`config.mk`:
```
export PLATFORM = sky130hd
export DESIGN_NAME = timer_countdown_chain
export DESIGN_NICKNAME = d
export VERILOG_FILES = /design/src/rtl/timer_pkg.sv /design/src/rtl/timer_digit.sv /design/src/rtl/timer_countdown_chain.sv
export SDC_FILE = /design/constraint.sdc
export NUM_CORES = 1
export LEC_CHECK = 0
export ABC_CLOCK_PERIOD_IN_PS = 2100
export CORE_UTILIZATION = 56
export CTS_CLUSTER_DIAMETER = 150
export DETAILED_ROUTE_END_ITERATION = 10
export DONT_BUFFER_PORTS = 1
export HOLD_SLACK_MARGIN = 0.02
export PLACE_DENSITY = 0.71
export SLEW_MARGIN = 10
export SYNTH_ARGS = -nofsm -noshare
export SYNTH_HDL_FRONTEND = slang
export SYNTH_SLANG_ARGS = --single-unit
```
`constraint.sdc`:
```
create_clock -name clk -period 2.1 [get_ports clk]
set_input_delay 0.525 -clock clk [delete_from_list [all_inputs] [get_ports clk]]
set_output_delay 0.525 -clock clk [all_outputs]
set_load 0.01 [all_outputs]
```
`src/rtl/timer_pkg.sv`:
```
// ============================================================================
// Module   : timer_pkg
// Brief    : Shared state encoding, default digit maxima and helpers for the
//            cascaded countdown timer.
// Revision : 1.0 - initial release
// ============================================================================
`default_nettype none

package timer_pkg;

   typedef enum logic [1:0] {
      IDLE  = 2'd0,
      RUN   = 2'd1,
      PAUSE = 2'd2,
      DONE  = 2'd3
   } state_t;

   // MM:SS, LSB digit first: 9 (s units), 5 (s tens), 9 (m units), 9 (m tens)
   localparam logic [15:0] c_DEFAULT_MAX_VEC = 16'h9959;

   // Widest packed maximum vector the helper accepts
   localparam int c_VEC_MAX_W = 256;

   function automatic logic [31:0] max_of(
      input logic [c_VEC_MAX_W-1:0] vec,
      input int                     i,
      input int                     w
   );
      logic [31:0] r;
      r = '0;
      for (int b = 0; b < w; b++) begin
         r[b] = vec[i*w + b];
      end
      return r;
   endfunction

endpackage

`default_nettype wire

```
`src/rtl/timer_digit.sv`:
```
// ============================================================================
// Module   : timer_digit
// Brief    : One countdown digit with clamp-on-load and wrap-to-maximum.
// Revision : 1.0 - initial release
// ============================================================================
`default_nettype none

module timer_digit #(
   parameter int                 DIGIT_W = 4,
   parameter logic [DIGIT_W-1:0] MAX     = DIGIT_W'(9)
) (
   input  logic               clk,
   input  logic               clear,
   input  logic               ld,
   input  logic [DIGIT_W-1:0] ld_val,
   input  logic               step,
   output logic [DIGIT_W-1:0] value,
   output logic               is_zero,
   output logic               clamped
);

   logic [DIGIT_W-1:0] r_value;
   logic [DIGIT_W-1:0] w_ld_sat;
   logic [DIGIT_W-1:0] w_dec;

   assign clamped  = (ld_val > MAX);
   assign w_ld_sat = clamped ? MAX : ld_val;
   assign w_dec    = (r_value == '0) ? MAX : (r_value - 1'b1);

   always_ff @(posedge clk) begin
      if (clear) begin
         r_value <= '0;
      end else if (ld) begin
         r_value <= w_ld_sat;
      end else if (step) begin
         r_value <= w_dec;
      end
   end

   assign value   = r_value;
   assign is_zero = (r_value == '0);

endmodule

`default_nettype wire

```
`src/rtl/timer_countdown_chain.sv`:
```
// ============================================================================
// Module   : timer_countdown_chain
// Brief    : N-digit cascaded down-counter with run/pause/done control and
//            optional auto-reload of the last loaded preset.
// Revision : 1.0 - initial release
// ============================================================================
`default_nettype none

module timer_countdown_chain
   import timer_pkg::*;
#(
   parameter int                              NUM_DIGITS = 4,
   parameter int                              DIGIT_W    = 4,
   parameter logic [NUM_DIGITS*DIGIT_W-1:0]   MAX_VEC    =
      (NUM_DIGITS*DIGIT_W)'(c_DEFAULT_MAX_VEC)
) (
   input  logic                            clk,
   input  logic                            clear,
   input  logic                            load,
   input  logic [NUM_DIGITS*DIGIT_W-1:0]   load_value,
   input  logic                            start,
   input  logic                            pause,
   input  logic                            auto_reload,
   input  logic                            tick,
   output logic [NUM_DIGITS*DIGIT_W-1:0]   count,
   output logic                            zero,
   output logic [NUM_DIGITS-1:0]           terminal_count,
   output logic                            running,
   output logic                            done,
   output logic                            load_err
);

   localparam int c_TW = NUM_DIGITS * DIGIT_W;

   localparam logic [1:0] c_ST_IDLE  = IDLE;
   localparam logic [1:0] c_ST_RUN   = RUN;
   localparam logic [1:0] c_ST_PAUSE = PAUSE;
   localparam logic [1:0] c_ST_DONE  = DONE;

   localparam logic [c_VEC_MAX_W-1:0] c_MAX_VEC_EXT = c_VEC_MAX_W'(MAX_VEC);

   logic [1:0]            r_state;
   logic [c_TW-1:0]       r_reload;
   logic                  r_done;
   logic                  r_load_err;

   logic [NUM_DIGITS-1:0] w_is_zero;
   logic [NUM_DIGITS-1:0] w_clamped;
   logic [NUM_DIGITS-1:0] w_low_zero;
   logic [NUM_DIGITS-1:0] w_step;
   logic [c_TW-1:0]       w_ld_sat;
   logic [c_TW-1:0]       w_digit_ld_val;
   logic                  w_run;
   logic                  w_zero;
   logic                  w_dec;
   logic                  w_last;
   logic                  w_reload;
   logic                  w_digit_ld;

   assign w_run  = (r_state == c_ST_RUN);
   assign w_zero = &w_is_zero;

   // A step is suppressed by any higher-priority control input this cycle
   assign w_dec  = w_run & tick & ~load & ~pause & ~w_zero;

   // count == 1 is the only value whose decrement lands on zero
   assign w_last     = w_dec & (count == c_TW'(1));
   assign w_reload   = w_last & auto_reload & (r_reload != '0);
   assign w_digit_ld = load | w_reload;
   assign w_digit_ld_val = load ? load_value : r_reload;

   generate
      for (genvar i = 0; i < NUM_DIGITS; i++) begin : g_digit
         localparam logic [DIGIT_W-1:0] c_MAX =
            DIGIT_W'(max_of(c_MAX_VEC_EXT, i, DIGIT_W));

         if (i == 0) begin : g_lsb
            assign w_low_zero[i] = 1'b1;
         end else begin : g_upper
            assign w_low_zero[i] = w_low_zero[i-1] & w_is_zero[i-1];
         end

         assign w_step[i]         = w_dec & w_low_zero[i];
         assign terminal_count[i] = w_run & tick & w_low_zero[i] & w_is_zero[i];
         assign w_ld_sat[i*DIGIT_W +: DIGIT_W] =
            w_clamped[i] ? c_MAX : load_value[i*DIGIT_W +: DIGIT_W];

         timer_digit #(
            .DIGIT_W (DIGIT_W),
            .MAX     (c_MAX)
         ) u_digit (
            .clk     (clk),
            .clear   (clear),
            .ld      (w_digit_ld),
            .ld_val  (w_digit_ld_val[i*DIGIT_W +: DIGIT_W]),
            .step    (w_step[i]),
            .value   (count[i*DIGIT_W +: DIGIT_W]),
            .is_zero (w_is_zero[i]),
            .clamped (w_clamped[i])
         );
      end
   endgenerate

   always_ff @(posedge clk) begin
      if (clear) begin
         r_state    <= c_ST_IDLE;
         r_reload   <= '0;
         r_done     <= 1'b0;
         r_load_err <= 1'b0;
      end else begin
         r_done     <= w_last;
         r_load_err <= load & (|w_clamped);
         if (load) begin
            r_reload <= w_ld_sat;
            r_state  <= c_ST_IDLE;
         end else begin
            case (r_state)
               c_ST_RUN: begin
                  if (pause) begin
                     r_state <= c_ST_PAUSE;
                  end else if (w_last && !w_reload) begin
                     r_state <= c_ST_DONE;
                  end
               end
               c_ST_IDLE, c_ST_PAUSE: begin
                  if (!pause && start && !w_zero) begin
                     r_state <= c_ST_RUN;
                  end
               end
               default: begin
                  r_state <= c_ST_DONE;
               end
            endcase
         end
      end
   end

   assign zero     = w_zero;
   assign running  = w_run;
   assign done     = r_done;
   assign load_err = r_load_err;

endmodule

`default_nettype wire

```
==> metrics.txt, run 1 <==
outcome=complete, but fails checks; failing checks=setup timing; number of clock sinks=36; pre-CTS WS=-0.126 ns; critical path required time=approximately 1.6 ns; Worst Tran Pin Value=between 0.5 and 0.6 ns; DRC Markers=0; CTS Root Cell=clkbuf_4; number of global-route vias before repair=between 2000 and 2500; Clk Latency, worst-skew pair=0.35 ns; setup ws final=-0.319 ns; TNS Setup=-3.32 ns; Crit Path Max Fanout=3; antenna-violating nets left=0; global-route wire length before repair=9880 um; I/O pin cnt=47; PD cells=567 nW/um^2; Worst Setup SP=g_digit[1].u_digit.value[3]; slew margin rel.=0.630; CTS tree=built; top cells by count, synth=36 x dfxtp_1, 36 x nor2_1, 25 x nand2_1; Post-Syn Area per Cell=roughly 8.1 um^2; top cell type's share of synthesized area=0.367; slowest CP cell=or4_4; crit-path cells=or4_4 -> buf_6 -> nor4_4 -> buf_4; Clk pwr share=0.224; # diodes=0; switching part of the total power=0.334; Final nets=around 330; Total Wirelength=between 8000 and 9000 um; die area=roughly 3700 um^2; Synth area leader=dfxtp_1; Final GP Congestion=between 0.9 and 1; share of cells above drive strength 1=0.435; Sequential Power Share=0.462; die height=61.2 um; First DRT Iteration DRCs=roughly 350; Setup-failing EPs final=21; Post-Synthesis Cells=~240; share of flip-flops with an asynchronous set or reset=0; GRT overflow=0; Post-synth EDFFs=0; P_int=0.00109 W; Via-to-Cell Ratio=between 7 and 8; Worst setup EP type=output pin; CTS Buf Count=5; Global Route Usage Sum=0.364; drt first pass iters=7; CP endpoint=zero; crit path time final=about 2.4 ns; setup repair after global routing missed its margin=yes; fin. max-slew vios=0; Hold Slack=between 0.2 and 0.25 ns; sw power=~0.00055 W; CP Data Arrival Time=1.89 ns; starting density of the core=0.589; Max-Cap Viols=0; vias after detailed routing=approximately 2500; VDD IR-drop max=0.380 mV; Buffers on Ports=0; R2R setup slack=-0.30 ns; sequential area share after synthesis=0.367; H-tree levels=2; critical path launch point type=flip-flop; Clk pin slew, worst setup/hold paths=roughly 0.12 ns; fmax=around 0.41 GHz; R2R cell count=8; dpl hpwl=4310 um; Most used DFF post-synth=dfxtp_1; Setup CP Type=reg2out; Area Growth Syn to Fin=47.4%; Mapped Nets=between 200 and 300; Placeable Area=around 3300 um^2; #FFs+latches synth=36; HP Class=in2reg; ranking of synthesized cells by area=dfxtp_1 37%, nor2_1 6.9%, a211oi_1 5.4%, nand2_1 4.8%, a21oi_1 3.8%; Yosys cell types=48; max incr delay on CP=0.53 ns; CTS max path bufs=2; Post-CTS Hold Buffers=0; Routed WL per cell=23.1 um; largest net degree at the start of global routing=43; Final Hold Vio Count=0; LEAKAGE=roughly 1.1 nW; combinational share of power=0.313; # rows=21; Reg-to-Reg End=g_digit[0].u_digit.value[3]; RR Startpoint=g_digit[1].u_digit.value[3]; die width=~60 um; yosys warns=0; initial antenna violation count=0; clk_skew=between 0.01 and 0.015 ns; fin crit share=1.15; synthesized cell area=1960 um^2
==> critical path, delay by kind of cell, from the launching register on <==
family	cells	cell delay [ns]
flops	1	0.36
buf+inv	2	0.32
simple gates	2	0.86
==> through the flow <==
| step | area (um^2) | std cells | util | power (W) |
|---|---|---|---|---|
| floorplan | 2000 | 244 | - | 0.000994 |
| global placement | 2340 | 325 | 0.703 | 0.00110 |
| detailed placement | 2340 | 325 | 0.703 | 0.00111 |
| CTS | 2620 | 342 | 0.786 | 0.00151 |
| global route | 2900 | 352 | 0.868 | 0.00169 |
| finish | 2900 | 352 | 0.868 | 0.00164 |
==> cell type report <==
| type | count | area (um^2) |
|---|---|---|
| Sequential cell | 36 | 734 |
| Tap cell | 46 | 57.6 |
| Fill cell | 168 | 442 |
| Clock buffer | 6 | 41.3 |
| Multi-Input combinational cell | 192 | 1480 |
| Clock inverter | 1 | 5.00 |
| Inverter | 4 | 15.0 |
| Timing Repair Buffer | 67 | 567 |
==> routing by layer <==
metal	global-route usage	share of wire
met2	0.601	0.47
met4	0.127	0.063
met5	0	0
met1	0.455	0.37
met3	0.103	0.099
==> worst min-delay path by stage <==
stage / slack [ns] / cells past startpoint / endpoint / startpoint
floorplan: 0.47 / 2 / r_reload[9] / r_reload[9]
global placement: 0.48 / 2 / r_reload[9] / r_reload[9]
detailed placement: 0.49 / 2 / r_reload[9] / r_reload[9]
CTS: 0.23 / 1 / g_digit[1].u_digit.value[0] / clear
global route: 0.22 / 1 / r_reload[5] / clear
finish: 0.23 / 1 / g_digit[1].u_digit.value[0] / clear
==> repair_timing <==
action / CTS / global route
endpoints found under the hold margin: 0 / 0
pin swaps: 17 / 19
setup buffers: 11 / 10
gates cloned: 0 / 0
setup endpoints to repair: 10 / 22
gates resized for setup: 36 / 43
==> power groups by stage <==
stage / Sequential, W / Combinational [W] / Clock, W
3_3_place_gp: 0.000763 / 0.000333 / 0
5_1_grt: 0.000762 / 0.000543 / 0.000386
6_report: 0.000759 / 0.000514 / 0.000368
4_1_cts: 0.000752 / 0.000407 / 0.000350
2_1_floorplan: 0.000784 / 0.000210 / 0
3_5_place_dp: 0.000767 / 0.000341 / 0
==> cells by family after synthesis <==
group                  Yosys count  share of synthesized area
AO/OA/AOI/OAI                   74                      0.261
XOR/XNOR                         3                     0.0134
flip-flops                      36                      0.367
AND/OR/NAND/NOR                108                      0.285
buffers and inverters           16                     0.0382
multiplexers                     7                     0.0357
==> state kept, by name (all words and copies together) (netlist names) <==
signal,count
g_digit.u_digit.value,16
r_reload,16
r_state,2
done,1
load_err,1
==> cells in the final DEF (no fill, tap or decap), drive strengths merged, types with 2 or more instances in the layout <==
master | Yosys | layout
buf | 4 | 67
nor2 | 37 | 37
dfxtp | 36 | 36
nand2 | 25 | 25
a21oi | 16 | 16
a211oi | 14 | 14
o21ai | 12 | 12
nor3 | 10 | 10
nor4 | 10 | 10
o211ai | 7 | 7
mux2i | 7 | 7
clkbuf | 8 | 6
or4 | 4 | 4
nor2b | 4 | 4
inv | 4 | 4
nand2b | 4 | 4
nor3b | 4 | 4
a311oi | 4 | 4
or3 | 3 | 3
a22o | 3 | 3
a31oi | 3 | 3
a221oi | 3 | 3
nand3b | 2 | 2
xnor2 | 2 | 2
a22oi | 2 | 2
a2111oi | 2 | 2
(Power assumes the default switching activity.)
==> inputs of run 2 (changes only) <==
SYNTH_HIERARCHICAL = 1   (was unset)
==> run 2 against run 1 <==
  * The flow still finishes with violations (setup timing)
  * Critical path depth increased by 4
  * Sequential share of layout area grew 4.8 points
  * Power is 8.4% lower
  * Area after synthesis increased by 0.13%
  * Die area increased by 0.13%
  * Register-to-register slack improved by 0.28 ns
  * Non-clock buffer count shrank 36
==> metrics.txt, run 2 <==
outcome=complete, but fails checks; failing checks=setup timing; Total Wirelength=between 5000 and 6000 um; fmax=about 0.47 GHz; dpl hpwl=roughly 3700 um; sw power=approximately 0.00044 W; Max-Cap Viols=0; starting density of the core=0.585; most frequent cells in the layout=29 x nand2_1, 29 x buf_4, 28 x a21oi_1; sequential area share after synthesis=0.366; share of cells above drive strength 1=0.387; Worst Tran Pin Value=approximately 0.36 ns; P_int=about 0.0011 W; CTS max path bufs=2; Final nets=288; number of clock sinks=36; die area=3750 um^2; drt first pass iters=4; HP Class=in2reg; CP Data Arrival Time=approximately 2.3 ns; hold path start=clear; Setup-failing EPs final=2; die width=just over 60 um; GRT busiest layer=met2; VDD IR-drop max=roughly 0.46 mV; Sequential Power Share=0.507; H-tree levels=2; LEAKAGE=0.974 nW; clk_skew=roughly 0.014 ns; Post-synth EDFFs=0; Post-Syn Area per Cell=8.41 um^2; fin. max-slew vios=0; CTS Buf Count=5; largest net degree at the start of global routing=slightly above 40; R2R cell count=8; critical path required time=2.30 ns; Mapped Nets=between 200 and 300; fin crit share=1.01; top cell type's share of synthesized area=0.366; Synth area leader=dfxtp_1; Post-CTS Hold Buffers=0; Buffers on Ports=0; met1 Use GR=0.362; I/O pin cnt=47; # rows=21; Clk Latency, worst-skew pair=0.33 ns; R2R setup slack=-0.02 ns; antenna-violating nets left=0; top cells by count, synth=36 x dfxtp_1, 30 x a21oi_1, 30 x nand2_1; number of global-route vias before repair=1634; First DRT Iteration DRCs=roughly 110; switching part of the total power=0.296; Reg-to-Reg End=g_digit[2].u_digit/value[0]; hold endpoint=g_digit[0].u_digit/value[2]; count leader, synth=dfxtp_1; PD cells=slightly above 600 nW/um^2; CTS tree=built; Clk pwr share=0.254; RR Startpoint=g_digit[1].u_digit/value[2]; global-route wire length before repair=roughly 7600 um; fillcell total=278; yosys warns=6; Worst setup EP type=flip-flop; Most used DFF post-synth=dfxtp_1; pre-CTS WS=-0.103 ns; Yosys cell types=42; combinational share of power=0.239; crit path time final=between 2 and 2.5 ns; Hold Slack=~0.24 ns; vias after detailed routing=approximately 1900; critical path launch point type=flip-flop; share of flip-flops with an asynchronous set or reset=0; GRT overflow=0; Area Growth Syn to Fin=25.8%; Final Hold Vio Count=0; Crit Path Max Fanout=8; # diodes=0; ranking of synthesized cells by area=dfxtp_1 37%, a21oi_1 7.6%, nand2_1 5.7%, mux2_2 4.6%, nor2_1 4.6%; CTS Root Cell=clkbuf_4; Post-Synthesis Cells=about 230; synthesized cell area=~2000 um^2; GR Layer Usage met3=0.0840; initial antenna violation count=0; Setup CP Type=reg2reg; Util after Layout=0.735; Global Route Usage Sum=0.280; #FFs+latches synth=36; Final GP Congestion=0.829; met2 usage in global routing=0.447; die height=61.3 um; Placeable Area=approximately 3400 um^2; setup repair after global routing missed its margin=yes; Min-Delay Path Depth=1; slew margin rel.=0.759; DRC Markers=0; Via-to-Cell Ratio=between 5 and 6; Routed WL per cell=roughly 16 um; Clk pin slew, worst setup/hold paths=about 0.11 ns; setup ws final=-0.0190 ns
[run 2: worst max-delay path by stage]
| stage | end | slack (ns) | from |
|---|---|---|---|
| after floorplan | g_digit[0].u_digit/value[0] | 0.01 | g_digit[0].u_digit/value[3] |
| after CTS | g_digit[0].u_digit/value[0] | -0.006 | g_digit[3].u_digit/value[2] |
| after global placement | g_digit[0].u_digit/value[0] | -0.11 | g_digit[1].u_digit/value[2] |
| after global routing | g_digit[2].u_digit/value[2] | -0.11 | g_digit[0].u_digit/value[3] |
| final | g_digit[2].u_digit/value[0] | -0.02 | g_digit[1].u_digit/value[2] |
| after detailed placement | g_digit[2].u_digit/value[0] | -0.10 | g_digit[1].u_digit/value[2] |
[run 2: critical path, stage by stage (launching register included)]
cell	delay [ns]
dfxtp_2	0.36
nor4_4	0.37
a41o_1	0.24
or3_4	0.20
nor2_4	0.04
a31o_4	0.28
inv_4	0.10
nor3_2	0.05
a311oi_2	0.33
[run 2: power groups by stage]
stage	registers, W	logic [W]	clock network, W
3_5_place_dp	0.000772	0.000321	0
2_1_floorplan	0.000801	0.000195	0
3_3_place_gp	0.000771	0.000313	0
5_1_grt	0.000769	0.000388	0.000431
6_report	0.000763	0.000359	0.000381
4_1_cts	0.000758	0.000327	0.000394
[run 2: area by class of cell]
type,instances,area [um^2],share of cell area
Timing Repair Buffer,31,240,0.0971
Tap cell,46,57.6,0.0233
Multi-Input combinational cell,181,1330,0.538
Sequential cell,36,746,0.301
Inverter,10,40.0,0.0162
Clock buffer,8,58.8,0.0238
[run 2: stage by stage]
| stage | setup TNS [ns] | std cells | area, um^2 | power, W |
|---|---|---|---|---|
| 2_1_floorplan | 0 | 234 | 2000 | 0.000995 |
| 5_1_grt | -0.708 | 312 | 2470 | 0.00159 |
| 6_report | -0.0209 | 312 | 2470 | 0.00150 |
| 4_1_cts | -0.00618 | 311 | 2330 | 0.00148 |
| 3_5_place_dp | -0.328 | 303 | 2250 | 0.00109 |
| 3_3_place_gp | -0.388 | 303 | 2250 | 0.00108 |
[run 2: kinds of logic after synthesis]
family	Yosys count	synth area share
XOR/XNOR	4	0.0178
buffers and inverters	17	0.0337
multiplexers	8	0.0458
AO/OA/AOI/OAI	62	0.225
flip-flops	36	0.366
AND/OR/NAND/NOR	107	0.312
[run 2: what timing repair did]
item | CTS | global route
setup buffers | 0 | 3
hold endpoints to repair | 0 | 0
pin swaps | 3 | 15
gates resized for setup | 5 | 34
setup endpoints to repair | 13 | 17
[run 2: routing by layer]
layer,vias to the layer above,wire (um),part of all wire
li1,910,-,-
met1,891,2200,0.43
met2,62,2510,0.49
met3,8,345,0.067
met4,0,61,0.012
met5,-,0,0
==> inputs of run 3 (changes only) <==
CORE_UTILIZATION = 25   (was 56)
HOLD_SLACK_MARGIN = unset   (was 0.02)
PLACE_DENSITY = 0.37   (was 0.71)
==> run 3 against run 2 <==
  * The run now ends clean
  * Non-clock buffer count is 12 higher
  * Clock power is 78% higher
  * Critical path depth is 1 higher
  * Die area is 120% higher
  * Sequential share of layout area is 3.7 points lower
  * Via count is 0.96% lower
  * Critical endpoint is now g_digit[3].u_digit/value[3]
==> metrics.txt, run 3 (synthesis results as in run 2) <==
outcome=completed; Reg-to-Reg End=g_digit[3].u_digit/value[3]; critical path required time=between 2 and 2.5 ns; I/O pin cnt=47; CTS tree=built; area of the multi-input gates=between 1000 and 1500 um^2; register area=741 um^2; vias after detailed routing=around 1900; HP Class=in2reg; Buf/Inv on CP=2; fillcell total=about 810; overall power=~0.0018 W; Post-CTS Hold Buffers=0; crit-path cells=nor4_4 -> a41o_1 -> or3_4 -> nor2_4 -> a31o_4 -> buf_12 -> buf_4 -> a21o_1 -> a21oi_2; Global Route Usage Sum=0.148; Placeable Area=about 7400 um^2; DRC Markers=0; Worst setup EP type=flip-flop; Setup CP Type=reg2reg; setup repair after global routing missed its margin=yes; Crit Path Max Fanout=4; Sequential Power Share=0.415; share of cells above drive strength 1=0.448; Hold Slack=0.291 ns; combinational share of power=0.217; PD cells=approximately 660 nW/um^2; First DRT Iteration DRCs=36; Final Hold Vio Count=0; fmax=a little under 0.5 GHz; clk_skew=approximately 0.004 ns; switching part of the total power=0.274; placed cell count=about 360; CP Data Arrival Time=between 2 and 2.5 ns; die width=roughly 91 um; initial antenna violation count=0; Max-Cap Viols=0; R2R setup slack=0.03 ns; TNS Setup=0 ns; drt first pass iters=4; most frequent cells in the layout=35 x buf_4, 30 x nand2_1, 23 x a21oi_1; crit path time final=between 2 and 2.5 ns; WP depth=9; die height=90.7 um; starting density of the core=0.264; die area=roughly 8200 um^2; Worst Tran Pin Value=between 0.3 and 0.4 ns; Clk pin slew, worst setup/hold paths=~0.080 ns; commonest non-fill, non-tap cell in the layout=buf_4; largest net degree at the start of global routing=42; Clk pwr share=0.368; global-route wire length before repair=9580 um; CP endpoint=g_digit[3].u_digit/value[3]; CTS Root Cell=clkbuf_8; # diodes=0; Via-to-Cell Ratio=~5; dpl hpwl=between 4000 and 5000 um; P_int=0.00134 W; GRT overflow=0; fin. max-slew vios=0; Final Non-Filler Cells=378; Crit path max-delay family=compound AO/OA/AOI/OAI gates; RR Startpoint=g_digit[0].u_digit/value[3]; Clk Latency, worst-skew pair=just under 0.3 ns; fin crit share=0.984; Setup-failing EPs final=0; Worst Setup SP=g_digit[0].u_digit/value[3]; setup ws final=0.0341 ns; LEAKAGE=around 1.1 nW; number of clock sinks=36; pre-CTS WS=-0.0944 ns; Final GP Congestion=~0.74; number of global-route vias before repair=roughly 1800; slew margin rel.=0.745; sw power=approximately 0.00051 W; Final nets=301; antenna-violating nets left=0; Area Growth Syn to Fin=42.6%; critical path launch point type=flip-flop; slowest CP cell=nor4_4; Routed WL per cell=15.9 um; CTS Buf Count=5; R2R cell count=9; Total Wirelength=6000 um; Buffers on Ports=0; VDD IR-drop max=about 0.26 mV; H-tree levels=2; # rows=31; CTS max path bufs=2; max incr delay on CP=around 0.39 ns
==> run 3: area by class of cell <==
class                   count  share of cell area
multi-input cells         182               0.502
flip-flops and latches     36               0.264
repair buffers             43               0.129
well taps                  99              0.0442
clock buffers               7              0.0344
inverters                  10              0.0156
clock inverters             1              0.0107
==> run 3: worst register-to-register path: cells and delay by family (launching register included) <==
kind / cells / cell delay, ns
simple gates: 3 / 0.60
flops: 1 / 0.34
buf+inv: 2 / 0.26
compound gates: 4 / 0.81
==> run 3: how the worst min path moves through the flow <==
stage / slack (ns) / start / endpoint / cells after the start
after global routing: 0.27 / clear / g_digit[3].u_digit/value[2] / 1
after global placement: 0.48 / r_reload[13] / r_reload[13] / 2
after CTS: 0.28 / clear / g_digit[3].u_digit/value[2] / 1
after detailed placement: 0.49 / r_reload[13] / r_reload[13] / 2
after floorplan: 0.47 / r_reload[14] / r_reload[14] / 2
final: 0.29 / clear / g_digit[3].u_digit/value[2] / 1
==> run 3: stage by stage <==
stage               utilization  cell area [um^2]
floorplan                     -              2000
global placement          0.319              2380
detailed placement        0.319              2380
CTS                       0.347              2590
global route              0.377              2800
finish                    0.377              2800
==> run 3: power by group through the flow <==
stage / clock (W) / sequential, W / combinational, W
final: 0.000680 / 0.000767 / 0.000402
after global routing: 0.000737 / 0.000772 / 0.000443
after CTS: 0.000706 / 0.000760 / 0.000360
after detailed placement: 0 / 0.000771 / 0.000340
after global placement: 0 / 0.000772 / 0.000341
after floorplan: 0 / 0.000801 / 0.000195
==> run 3: repair_timing <==
action                                  in CTS  in global routing
pin swaps                                    6                 17
gates resized for setup                     15                 39
buffers inserted                             1                  7
endpoints found under the setup margin      14                 21
gates cloned                                 1                  0
==> run 3: per-layer routing <==
metal,GRT usage,part of all wire
met1,0.206,0.50
met2,0.216,0.43
met3,0.0505,0.057
met4,0.0403,0.013
met5,0,0
